**src/rtl/fp_pkg.sv**
```systemverilog
// Shared floating-point definitions: operand classes, flag bit positions and
// the canonical quiet-NaN pattern for any exponent/fraction split.
package fp_pkg;

  typedef enum logic [1:0] {
    FP_ZERO = 2'd0,
    FP_NORM = 2'd1,
    FP_INF  = 2'd2,
    FP_NAN  = 2'd3
  } fp_class_e;

  localparam int FLAG_W         = 4;
  localparam int FLAG_INVALID   = 3;
  localparam int FLAG_OVERFLOW  = 2;
  localparam int FLAG_UNDERFLOW = 1;
  localparam int FLAG_INEXACT   = 0;

  // Wide enough for any realistic format; callers slice off PRECISION bits.
  localparam int QNAN_MAX_W = 128;

  // {0, all-ones exponent, MSB of fraction set, rest zero}
  function automatic logic [QNAN_MAX_W-1:0] fp_qnan(input int exp_w, input int frac_w);
    logic [QNAN_MAX_W-1:0] r;
    r = '0;
    for (int i = 0; i < exp_w; i++) r[frac_w+i] = 1'b1;
    r[frac_w-1] = 1'b1;
    return r;
  endfunction

  // Subnormals (exp == 0, frac != 0) are deliberately folded into FP_ZERO.
  function automatic fp_class_e fp_classify(input logic exp_zero, input logic exp_ones,
                                            input logic frac_zero);
    if (exp_zero)      return FP_ZERO;
    else if (exp_ones) return frac_zero ? FP_INF : FP_NAN;
    else               return FP_NORM;
  endfunction

endpackage

```
**src/rtl/fp_mul_pipe_if.sv**
```systemverilog
// Operand/result handshake bundle for fp_mul_pipe. The producer/consumer side
// uses the master modport, the multiplier uses the slave modport.
interface fp_mul_pipe_if
  import fp_pkg::*;
#(
  parameter int EXPONENT = 8,
  parameter int FRACTION = 23
);
  localparam int PRECISION = 1 + EXPONENT + FRACTION;

  logic                 in_valid;
  logic                 in_ready;
  logic [PRECISION-1:0] a_operand;
  logic [PRECISION-1:0] b_operand;
  logic                 out_valid;
  logic                 out_ready;
  logic [PRECISION-1:0] result;
  logic [FLAG_W-1:0]    flags;

  modport master (
    output in_valid, a_operand, b_operand, out_ready,
    input  in_ready, out_valid, result, flags
  );

  modport slave (
    input  in_valid, a_operand, b_operand, out_ready,
    output in_ready, out_valid, result, flags
  );
endinterface

```
**src/rtl/fp_round_pack.sv**
```systemverilog
// Final stage of an IEEE-style datapath: round-to-nearest-even, range check
// and packing of the result word plus exception flags. Purely combinational.
module fp_round_pack
  import fp_pkg::*;
#(
  parameter  int EXPONENT  = 8,
  parameter  int FRACTION  = 23,
  localparam int PRECISION = 1 + EXPONENT + FRACTION,
  localparam int EW        = EXPONENT + 2
) (
  input  logic                 i_sign,
  input  logic signed [EW-1:0] i_exp,
  input  logic [FRACTION-1:0]  i_frac,
  input  logic                 i_guard,
  input  logic                 i_sticky,
  input  fp_class_e            i_class,
  input  logic                 i_invalid,
  output logic [PRECISION-1:0] o_result,
  output logic [FLAG_W-1:0]    o_flags
);

  localparam logic [QNAN_MAX_W-1:0] QNAN_WIDE = fp_qnan(EXPONENT, FRACTION);
  localparam logic [PRECISION-1:0]  QNAN      = QNAN_WIDE[PRECISION-1:0];
  localparam logic signed [EW-1:0]  EXP_INF   = EW'(2**EXPONENT - 1);
  localparam logic signed [EW-1:0]  EXP_ZERO  = '0;

  // Returns {carry, fraction}; a carry means the mantissa wrapped to 1.000..
  function automatic logic [FRACTION:0] rne_round(input logic [FRACTION-1:0] frac,
                                                  input logic g, input logic s);
    logic inc;
    inc = g & (s | frac[0]);
    return {1'b0, frac} + {{FRACTION{1'b0}}, inc};
  endfunction

  function automatic logic sat_overflow(input logic signed [EW-1:0] e);
    return e >= EXP_INF;
  endfunction

  function automatic logic sat_underflow(input logic signed [EW-1:0] e);
    return e <= EXP_ZERO;
  endfunction

  logic [FRACTION:0]   w_rounded;
  logic signed [EW-1:0] w_exp_fin;

  assign w_rounded = rne_round(i_frac, i_guard, i_sticky);
  assign w_exp_fin = i_exp + $signed({{(EW-1){1'b0}}, w_rounded[FRACTION]});

  // Special classes win over range checks; only normal products are rounded.
  always_comb begin
    o_result = '0;
    o_flags  = '0;
    case (i_class)
      FP_NAN: begin
        o_result               = QNAN;
        o_flags[FLAG_INVALID]  = i_invalid;
      end
      FP_INF:  o_result = {i_sign, {EXPONENT{1'b1}}, {FRACTION{1'b0}}};
      FP_ZERO: o_result = {i_sign, {(PRECISION-1){1'b0}}};
      default: begin
        if (sat_overflow(w_exp_fin)) begin
          o_result                = {i_sign, {EXPONENT{1'b1}}, {FRACTION{1'b0}}};
          o_flags[FLAG_OVERFLOW]  = 1'b1;
          o_flags[FLAG_INEXACT]   = 1'b1;
        end else if (sat_underflow(w_exp_fin)) begin
          o_result                = {i_sign, {(PRECISION-1){1'b0}}};
          o_flags[FLAG_UNDERFLOW] = 1'b1;
          o_flags[FLAG_INEXACT]   = 1'b1;
        end else begin
          o_result              = {i_sign, w_exp_fin[EXPONENT-1:0], w_rounded[FRACTION-1:0]};
          o_flags[FLAG_INEXACT] = i_guard | i_sticky;
        end
      end
    endcase
  end

endmodule

```
**src/rtl/fp_mul_pipe.sv**
```systemverilog
// Four-stage pipelined floating-point multiplier with a single global stall:
// unpack/classify -> mantissa multiply -> 1-bit normalise -> round/pack.
module fp_mul_pipe
  import fp_pkg::*;
#(
  parameter  int EXPONENT  = 8,
  parameter  int FRACTION  = 23,
  localparam int PRECISION = 1 + EXPONENT + FRACTION,
  localparam int BIAS      = 2**(EXPONENT-1) - 1
) (
  input logic         clk,
  input logic         reset,
  fp_mul_pipe_if.slave bus
);

  localparam int EW = EXPONENT + 2;
  localparam int MW = FRACTION + 1;
  localparam int PW = 2 * FRACTION + 2;

  logic w_advance, w_accept;

  // Stage 1 combinational: unpack and classify
  logic [EXPONENT-1:0]  w_ea, w_eb;
  logic [FRACTION-1:0]  w_fa, w_fb;
  fp_class_e            w_ca, w_cb, w_class_s1;
  logic                 w_inv_s1;
  logic signed [EW-1:0] w_exp_s1;

  // Pipeline registers
  logic                 r_vld_p1, r_vld_p2, r_vld_p3, r_out_vld;
  logic                 r_sign_p1, r_sign_p2, r_sign_p3;
  fp_class_e            r_class_p1, r_class_p2, r_class_p3;
  logic                 r_inv_p1, r_inv_p2, r_inv_p3;
  logic signed [EW-1:0] r_exp_p1, r_exp_p2, r_exp_p3;
  logic [FRACTION-1:0]  r_fa_p1, r_fb_p1, r_frac_p3;
  logic [PW-1:0]        r_prod_p2;
  logic                 r_guard_p3, r_sticky_p3;
  logic [PRECISION-1:0] r_result;
  logic [FLAG_W-1:0]    r_flags;

  // Stage 3 combinational: normalise
  logic [FRACTION-1:0]  w_frac_n;
  logic                 w_guard_n, w_sticky_n;
  logic signed [EW-1:0] w_exp_n;

  logic [PRECISION-1:0] w_pk_result;
  logic [FLAG_W-1:0]    w_pk_flags;

  assign w_advance    = !r_out_vld | bus.out_ready;
  assign w_accept     = bus.in_valid & w_advance;
  assign bus.in_ready = w_advance;

  assign w_ea = bus.a_operand[PRECISION-2 -: EXPONENT];
  assign w_eb = bus.b_operand[PRECISION-2 -: EXPONENT];
  assign w_fa = bus.a_operand[FRACTION-1:0];
  assign w_fb = bus.b_operand[FRACTION-1:0];
  assign w_ca = fp_classify(w_ea == '0, &w_ea, w_fa == '0);
  assign w_cb = fp_classify(w_eb == '0, &w_eb, w_fb == '0);
  assign w_exp_s1 = $signed(EW'(w_ea)) + $signed(EW'(w_eb)) - $signed(EW'(BIAS));

  // Merge both operand classes into the class of the product.
  always_comb begin
    w_class_s1 = FP_NORM;
    w_inv_s1   = 1'b0;
    if (w_ca == FP_NAN || w_cb == FP_NAN) begin
      w_class_s1 = FP_NAN;
    end else if ((w_ca == FP_INF && w_cb == FP_ZERO) || (w_ca == FP_ZERO && w_cb == FP_INF)) begin
      w_class_s1 = FP_NAN;
      w_inv_s1   = 1'b1;
    end else if (w_ca == FP_INF || w_cb == FP_INF) begin
      w_class_s1 = FP_INF;
    end else if (w_ca == FP_ZERO || w_cb == FP_ZERO) begin
      w_class_s1 = FP_ZERO;
    end
  end

  // Product is in [1,4): a set MSB means shift right by one and bump the exponent.
  always_comb begin
    if (r_prod_p2[PW-1]) begin
      w_frac_n   = r_prod_p2[PW-2 -: FRACTION];
      w_guard_n  = r_prod_p2[FRACTION];
      w_sticky_n = |r_prod_p2[FRACTION-1:0];
      w_exp_n    = r_exp_p2 + EW'(1);
    end else begin
      w_frac_n   = r_prod_p2[PW-3 -: FRACTION];
      w_guard_n  = r_prod_p2[FRACTION-1];
      w_sticky_n = |r_prod_p2[FRACTION-2:0];
      w_exp_n    = r_exp_p2;
    end
  end

  // Valid bits march with the data; reset drops everything in flight.
  always_ff @(posedge clk or posedge reset) begin
    if (reset) begin
      r_vld_p1  <= 1'b0;
      r_vld_p2  <= 1'b0;
      r_vld_p3  <= 1'b0;
      r_out_vld <= 1'b0;
    end else if (w_advance) begin
      r_vld_p1  <= w_accept;
      r_vld_p2  <= r_vld_p1;
      r_vld_p3  <= r_vld_p2;
      r_out_vld <= r_vld_p3;
    end
  end

  // Datapath stage registers; no reset needed since valid bits qualify them.
  always_ff @(posedge clk) begin
    if (w_advance) begin
      // S1 -> p1: unpacked operands
      r_sign_p1   <= bus.a_operand[PRECISION-1] ^ bus.b_operand[PRECISION-1];
      r_class_p1  <= w_class_s1;
      r_inv_p1    <= w_inv_s1;
      r_exp_p1    <= w_exp_s1;
      r_fa_p1     <= w_fa;
      r_fb_p1     <= w_fb;
      // S2 -> p2: full mantissa product
      r_sign_p2   <= r_sign_p1;
      r_class_p2  <= r_class_p1;
      r_inv_p2    <= r_inv_p1;
      r_exp_p2    <= r_exp_p1;
      r_prod_p2   <= PW'({1'b1, r_fa_p1}) * PW'({1'b1, r_fb_p1});
      // S3 -> p3: normalised fraction with guard/sticky
      r_sign_p3   <= r_sign_p2;
      r_class_p3  <= r_class_p2;
      r_inv_p3    <= r_inv_p2;
      r_exp_p3    <= w_exp_n;
      r_frac_p3   <= w_frac_n;
      r_guard_p3  <= w_guard_n;
      r_sticky_p3 <= w_sticky_n;
    end
  end

  fp_round_pack #(
    .EXPONENT (EXPONENT),
    .FRACTION (FRACTION)
  ) u_round_pack (
    .i_sign    (r_sign_p3),
    .i_exp     (r_exp_p3),
    .i_frac    (r_frac_p3),
    .i_guard   (r_guard_p3),
    .i_sticky  (r_sticky_p3),
    .i_class   (r_class_p3),
    .i_invalid (r_inv_p3),
    .o_result  (w_pk_result),
    .o_flags   (w_pk_flags)
  );

  // S4 -> output: packed word is captured and held steady while stalled.
  always_ff @(posedge clk or posedge reset) begin
    if (reset) begin
      r_result <= '0;
      r_flags  <= '0;
    end else if (w_advance && r_vld_p3) begin
      r_result <= w_pk_result;
      r_flags  <= w_pk_flags;
    end
  end

  assign bus.out_valid = r_out_vld;
  assign bus.result    = r_result;
  assign bus.flags     = r_flags;

  logic [MW-1:0] w_unused_mw;
  assign w_unused_mw = '0;

endmodule

```
**src/flat_wrapper.sv**
```systemverilog
// flat-port wrapper written by rule: the top's interface ports become plain ports
module fp_mul_pipe_flat import fp_pkg::*;
#(
  parameter  int EXPONENT  = 8,
  parameter  int FRACTION  = 23,
  localparam int PRECISION = 1 + EXPONENT + FRACTION,
  localparam int BIAS      = 2**(EXPONENT-1) - 1
)
  (clk, reset, bus_in_valid, bus_a_operand, bus_b_operand, bus_out_ready, bus_in_ready, bus_out_valid, bus_result, bus_flags);
  fp_mul_pipe_if #(.EXPONENT(EXPONENT), .FRACTION(FRACTION)) bus_i ();
  input logic clk;
  input logic reset;
  input wire logic [$bits(bus_i.in_valid)-1:0] bus_in_valid;
  input wire logic [$bits(bus_i.a_operand)-1:0] bus_a_operand;
  input wire logic [$bits(bus_i.b_operand)-1:0] bus_b_operand;
  input wire logic [$bits(bus_i.out_ready)-1:0] bus_out_ready;
  output wire logic [$bits(bus_i.in_ready)-1:0] bus_in_ready;
  output wire logic [$bits(bus_i.out_valid)-1:0] bus_out_valid;
  output wire logic [$bits(bus_i.result)-1:0] bus_result;
  output wire logic [$bits(bus_i.flags)-1:0] bus_flags;
  assign bus_i.in_valid = bus_in_valid;
  assign bus_i.a_operand = bus_a_operand;
  assign bus_i.b_operand = bus_b_operand;
  assign bus_i.out_ready = bus_out_ready;
  assign bus_in_ready = bus_i.in_ready;
  assign bus_out_valid = bus_i.out_valid;
  assign bus_result = bus_i.result;
  assign bus_flags = bus_i.flags;
  fp_mul_pipe #(.EXPONENT(EXPONENT), .FRACTION(FRACTION)) u_core (.clk(clk), .reset(reset), .bus(bus_i));
endmodule
```
**config.mk**
```make
export PLATFORM = sky130hd
export DESIGN_NAME = fp_mul_pipe_flat
export DESIGN_NICKNAME = d
export VERILOG_FILES = /design/src/rtl/fp_pkg.sv /design/src/rtl/fp_mul_pipe_if.sv /design/src/rtl/fp_round_pack.sv /design/src/rtl/fp_mul_pipe.sv /design/src/flat_wrapper.sv
export SDC_FILE = /design/constraint.sdc
export NUM_CORES = 2
export LEC_CHECK = 0
export ABC_AREA = 1
export BUFFER_PORTS_ARGS = -buffer_cell sky130_fd_sc_hd__buf_4
export CAP_MARGIN = 40
export CORE_MARGIN = 2
export CORE_UTILIZATION = 61
export DETAILED_ROUTE_END_ITERATION = 16
export PLACE_DENSITY = 0.85
export SLEW_MARGIN = 20
export SYNTH_ARGS = -nofsm -noshare
export SYNTH_HDL_FRONTEND = slang
export SYNTH_SLANG_ARGS = --single-unit
```
**constraint.sdc**
```tcl
create_clock -name clk -period 7 [get_ports clk]
set_input_delay 1.4 -clock clk [delete_from_list [all_inputs] [get_ports clk]]
set_output_delay 1.4 -clock clk [all_outputs]
set_load 0.02 [all_outputs]
```
## After elaboration in Yosys (flattened, before gate mapping)

Cells that the tools add are included.

| storage, ports and cells | value |
|---|---|
| logic and storage cells | 90 |
| output and inout bits | 38 |
| register bits after elaboration | 201 |
| input bits | 68 |

| cells by class | value |
|---|---|
| equal/unequal tests | 6 |
| multiply operators | 1 |
| multiplexer cells | 23 |
| bitwise gates (word level) | 6 |
| reduce and logical (&&, ||, !) cells | 22 |
| $add $sub $neg | 5 |
| $lt $le $gt $ge | 2 |

Operators with widths:

| operator | number |
|---|---|
| $pmux W32 S3 | 1 |
| $mux W31 | 2 |
| $mul A24 B24 Y48 | 1 |
| $logic_not A23 Y1 | 2 |
| $add A23 B1 Y24 | 1 |
| $mux W23 | 1 |
| $reduce_or A23 Y1 | 1 |
| $reduce_or A22 Y1 | 1 |
| $logic_not A8 Y1 | 2 |
| $reduce_and A8 Y1 | 2 |
| $mux W1 | 13 |
| $eq A2 B2 Y1 const B | 6 |
| $add A10 B2 Y10 | 1 |
| $add A10 B2 Y10 const B | 1 |
| $ge A10 B9 Y1 const B | 1 |
| $le A10 B1 Y1 const B | 1 |
| $mux W10 | 1 |
| $sub A10 B8 Y10 const B | 1 |
| $add A8 B8 Y9 | 1 |
| $mux W2 | 4 |
| $logic_not A2 Y1 | 3 |
| $reduce_or A3 Y1 | 2 |
| $logic_or A1 B1 Y1 | 4 |
| $logic_and A1 B1 Y1 | 3 |
| other kinds (6) | 9 |

## Longest topological paths before layout

| depth | value |
|---|---|
| depth in word-level cells | 8 |
| mapped depth | 29 |
| mapped depth without buffers | 28 |

## Cells and area by module

From an unflattened synthesis, not the netlist that was laid out.

| second synthesis, totals | value |
|---|---|
| cells, all modules | 3583 |
| area, all modules | 29274.3 µm² |

By module, submodules not included:

| module | cells each | times used | area each (µm²) | seq. area each (µm²) |
|---|---|---|---|---|
| fp_mul_pipe | 3308 | 1 | 27920.5 | 5835.6 |
| fp_round_pack | 275 | 1 | 1353.8 | 0.0 |

## Worst setup path before layout

Ideal clock, no wire load.

| timing | value |
|---|---|
| kind | input -> output |
| start | input port bus_out_ready |
| end | output port bus_in_ready |
| arrival | 4758 ps |
| slack | 842 ps |
| buffers on the path | 0 |
| data required time | 5600 ps |
| stages | 2 |
| path through | nor2_1 -> inv_1 |

| on the way | value |
|---|---|
| word-level cells in the longest chain between the ends | 1 |

RTL lines:

| element | RTL line | RTL |
|---|---|---|
| from (decl) | flat_wrapper.sv:16 | `input wire logic [$bits(bus_i.out_ready)-1:0] bus_out_ready;` |
| $or A1 B1 Y1 | fp_mul_pipe.sv:49 | `assign w_advance = !r_out_vld \| bus.out_ready;` |
| to (decl) | flat_wrapper.sv:17 | `output wire logic [$bits(bus_i.in_ready)-1:0] bus_in_ready;` |

No other way between the ends.

## Worst setup path in the final report

| timing | value |
|---|---|
| start | register u_core.r_fb_p1[13] |
| end | register u_core.r_prod_p2[30], data pin |

| on the way | value |
|---|---|
| word-level cells in the longest chain between the ends | 1 |

RTL lines:

| element | RTL line | RTL |
|---|---|---|
| from (decl) | fp_mul_pipe.sv:35 | `logic [FRACTION-1:0] r_fa_p1, r_fb_p1, r_frac_p3;` |
| from (signal assigned) | fp_mul_pipe.sv:116 | `r_fb_p1 <= w_fb;` |
| $mul A24 B24 Y48 | fp_mul_pipe.sv:122 | `r_prod_p2 <= PW'({1'b1, r_fa_p1}) * PW'({1'b1, r_fb_p1});` |
| to (signal assigned) | fp_mul_pipe.sv:122 |  |
| to (decl) | fp_mul_pipe.sv:36 | `logic [PW-1:0] r_prod_p2;` |

No other way between the ends.
A chain may end at the register's enable or synchronous reset.

==> results by group <==
Placement
  • Count of input and output buffers: 105
  • Hpwl dp: 59,900 um
  • Cells after DPL: 4,156
  • Placed cell areas: 30,400 um2
  • GPL Wtd Cong: 1.01

Timing
  • Max_slew headroom: 42.8%
  • Slew Limit Fails: 0
  • Post-route clock period utilization: 97.0%
  • Final min period: 6.79 ns
  • Worst-margin pin slew: 0.859 ns
  • Total negative slack: 0 ns
  • Setup-failing EPs final: 0
  • Fmax: 0.147 GHz
  • Final Hold Viols: 0
  • RSZ-0062 raised after global routing: no
  • Worst Clk Skew: 0.0298 ns

Worst hold path
  • Hold Crit Start: u_core.r_class_p1[0]$_SDFFCE_PP1N_
  • Worst min-delay path class: flop to flop

Drt
  • Remaining DRCs: 0
  • DRT iter0 DRCs: 1,975
  • Detailed-route via count: 22,823
  • Remaining antenna violation count after routing: 0
  • Drt first pass iters: 8
  • Via density: 5.40
  • Routed length per instance: 17.2 um
  • WL final: 72,900 um

GRT
  • Vias in the first global route: 23,939
  • Gr usage total: 29.8%
  • Grt ovf: 0
  • Largest net degree at the start of global routing: 63
  • Initial antenna violation count: 0
  • First-pass GRT wire length: 117,000 um

Finish
  • Final non-filler cell total: 4,228
  • Antenna Cells: 0
  • Number of nets in the layout: 4,340
  • Post-layout instance area: 31,600 um2
  • Layout cells sized above 1: 7.82%
  • Commonest non-fill, non-tap cell in the layout: inv_1
  • Commonest cells after routing, fill and taps aside: inv_1, nand2_1, fa_1, buf_4, ha_1
  • Synth-to-Final Area Change: 10.1%

Yosys
  • Yosys warns: 0
  • Synth cell types: 41
  • Ys flop type: edfxtp_1
  • Mapped Nets: 4,204
  • #FFs+latches synth: 201
  • Ys async rst share: 19.9%
  • Synth area leaders: fa_1, edfxtp_1, inv_1, nand2_1, ha_1
  • EDFF count, synth: 161
  • Seq/Total Area, Yosys: 20.4%
  • Syn Inst Count: 3,466
  • Cell Area, Synth: 28,700 um2
  • Share of the synthesized area in the top cell type: 33.7%
  • Post-synthesis area per instance: 8.27 um2
  • Synth area leader: fa_1

Die
  • Row Count: 79
  • IO Pins: 106
  • Die span in x: 221 um
  • Core Footprint: 46,500 um2
  • Die H: 221 um
  • Starting Density: 61.7%
  • Die area: 48,800 um2

Status
  • Status: completed

Clock network
  • Num CTS Buffers: 25
  • Sink Count: 201
  • CTS Buffer Depth: 3
  • Root buffer selected by CTS: clkbuf_16
  • CTS clk-pin slew, worst paths: 0.06 ns
  • CTS tree: built
  • Clk_lat worst skew: 0.58 ns
  • H-Tree Depth: 1

Critical path
  • Crit-path max FO: 9
  • Startpoint types: flop
  • Worst r2r src: u_core.r_fb_p1[13]$_DFFE_PN_
  • CP Capture Type: flop
  • Crit Path Class: flop to flop
  • Req. time, crit path: 7.30 ns
  • CP Data Arrival Time: 7.10 ns
  • Worst setup path start: u_core.r_fb_p1[13]$_DFFE_PN_

Run
  • Total of max-cap violations: 0
## kinds of logic (layout without fill, tap and decap cells)
| logic type | Yosys count | count (layout) | share of synthesized area [%] |
|---|---|---|---|
| simple gates | 1209 | 1209 | 17.1 |
| buf+inv | 1139 | 1294 | 15.0 |
| fa+ha+maj | 670 | 670 | 41.9 |
| flops | 201 | 201 | 20.4 |
| compound gates | 172 | 172 | 3.39 |
| xor+xnor | 75 | 75 | 2.29 |
## cell usage after synthesis, types with 3 or more instances
cell and count:
nor2_1 144, inv_1 1034, nand2_4 4, o21a_1 3, nand4_1 31, nand2_1 897
ha_1 187, dfrtp_1 40, edfxtp_1 161, a21o_1 5, fa_1 483, xnor2_1 20
o211ai_1 3, nor2_2 3, nand3_1 70, clkbuf_1 101, o21bai_1 10, a21oi_1 77
o21ai_0 54, xor2_1 55, nor3_1 21, nor4_1 22, a31oi_1 5, nand3b_1 6
o21ai_2 11
## sequential cells by signal, indices dropped and copies added, names as in the netlist
name and count:
u_core.r_vld_p1 1, u_core.bus.out_valid 1, u_core.r_fb_p1 23, u_core.r_exp_p2 10, u_core.r_class_p1 2, u_core.r_frac_p3 23, u_core.r_class_p3 2, u_core.r_inv_p1 1
u_core.r_class_p2 2, u_core.r_sign_p1 1, u_core.r_vld_p3 1, u_core.r_guard_p3 1, u_core.r_exp_p3 10, u_core.r_sign_p3 1, u_core.r_exp_p1 10, u_core.r_prod_p2 48
u_core.r_fa_p1 23, u_core.bus.result 32, u_core.bus.flags 4, u_core.r_vld_p2 1, u_core.r_sign_p2 1, u_core.r_inv_p2 1, u_core.r_inv_p3 1, u_core.r_sticky_p3 1
## timing repair
| action | 4_1_cts | 5_1_grt |
|---|---|---|
| setup buffers | 0 | 24 |
| resized for setup | 0 | 2 |
| hold buffers | 0 | 0 |
| setup endpoints to repair | 0 | 12 |
## per-layer routing
metal	wire, um	track usage (%)	up-vias
met2	35600	51.7	1170
met3	6900	4.61	264
met5	0	0	-
met4	3850	12.4	0
met1	26600	37.4	11049
li1	-	-	10340
## worst max-delay path: stages, from the launching register on
cell	delay (ns)
edfxtp_1	0.64
buf_4	0.28
nand2_1	0.06
inv_1	0.05
fa_1	0.52
inv_1	0.06
fa_1	0.48
inv_1	0.05
fa_1	0.50
inv_1	0.05
fa_1	0.54
inv_1	0.05
fa_1	0.45
fa_1	0.50
inv_1	0.05
fa_1	0.47
inv_1	0.04
ha_1	0.35
a21oi_1	0.24
o21ai_0	0.21
a21oi_1	0.31
nand3_1	0.21
a21oi_1	0.26
xnor2_1	0.14
## final timing paths
check                           slack (ns)                           endpoint  cells past startpoint
worst max-delay path                  0.21     u_core.r_prod_p2[30]$_DFFE_PN_                     23
worst min-delay path                  0.42     u_core.r_class_p2[0]$_DFFE_PN_                      0
worst max register to register        0.21     u_core.r_prod_p2[30]$_DFFE_PN_                     23
worst min register to register        0.42     u_core.r_class_p2[0]$_DFFE_PN_                      0
max in group asynchronous             5.68  u_core.bus.result[11]$_DFFE_PP0P_                      3
min in group asynchronous             0.97  u_core.bus.result[21]$_DFFE_PP0P_                      3
## final cells by class
cell class / count / area [um2]
Clock buffer: 26 / 629
Clock inverter: 20 / 221
Fill cell: 3565 / 14900
Inverter: 1034 / 3890
Multi-Input combinational cell: 2126 / 18600
Sequential cell: 201 / 5840
Tap cell: 607 / 759
Timing Repair Buffer: 214 / 1690
## metrics by stage
step	hold slack, ns	setup WS, ns	utilization, %
floorplan	0.400	0.842	-
global placement	0.401	0.180	65.5
detailed placement	0.405	0.164	65.5
CTS	0.419	0.154	67.4
global route	0.422	0.00126	68.0
finish	0.415	0.210	68.0
Power is left out: the tool's default activity adds up to more than one toggle a clock period on the data nets, which glitch-free logic cannot reach.
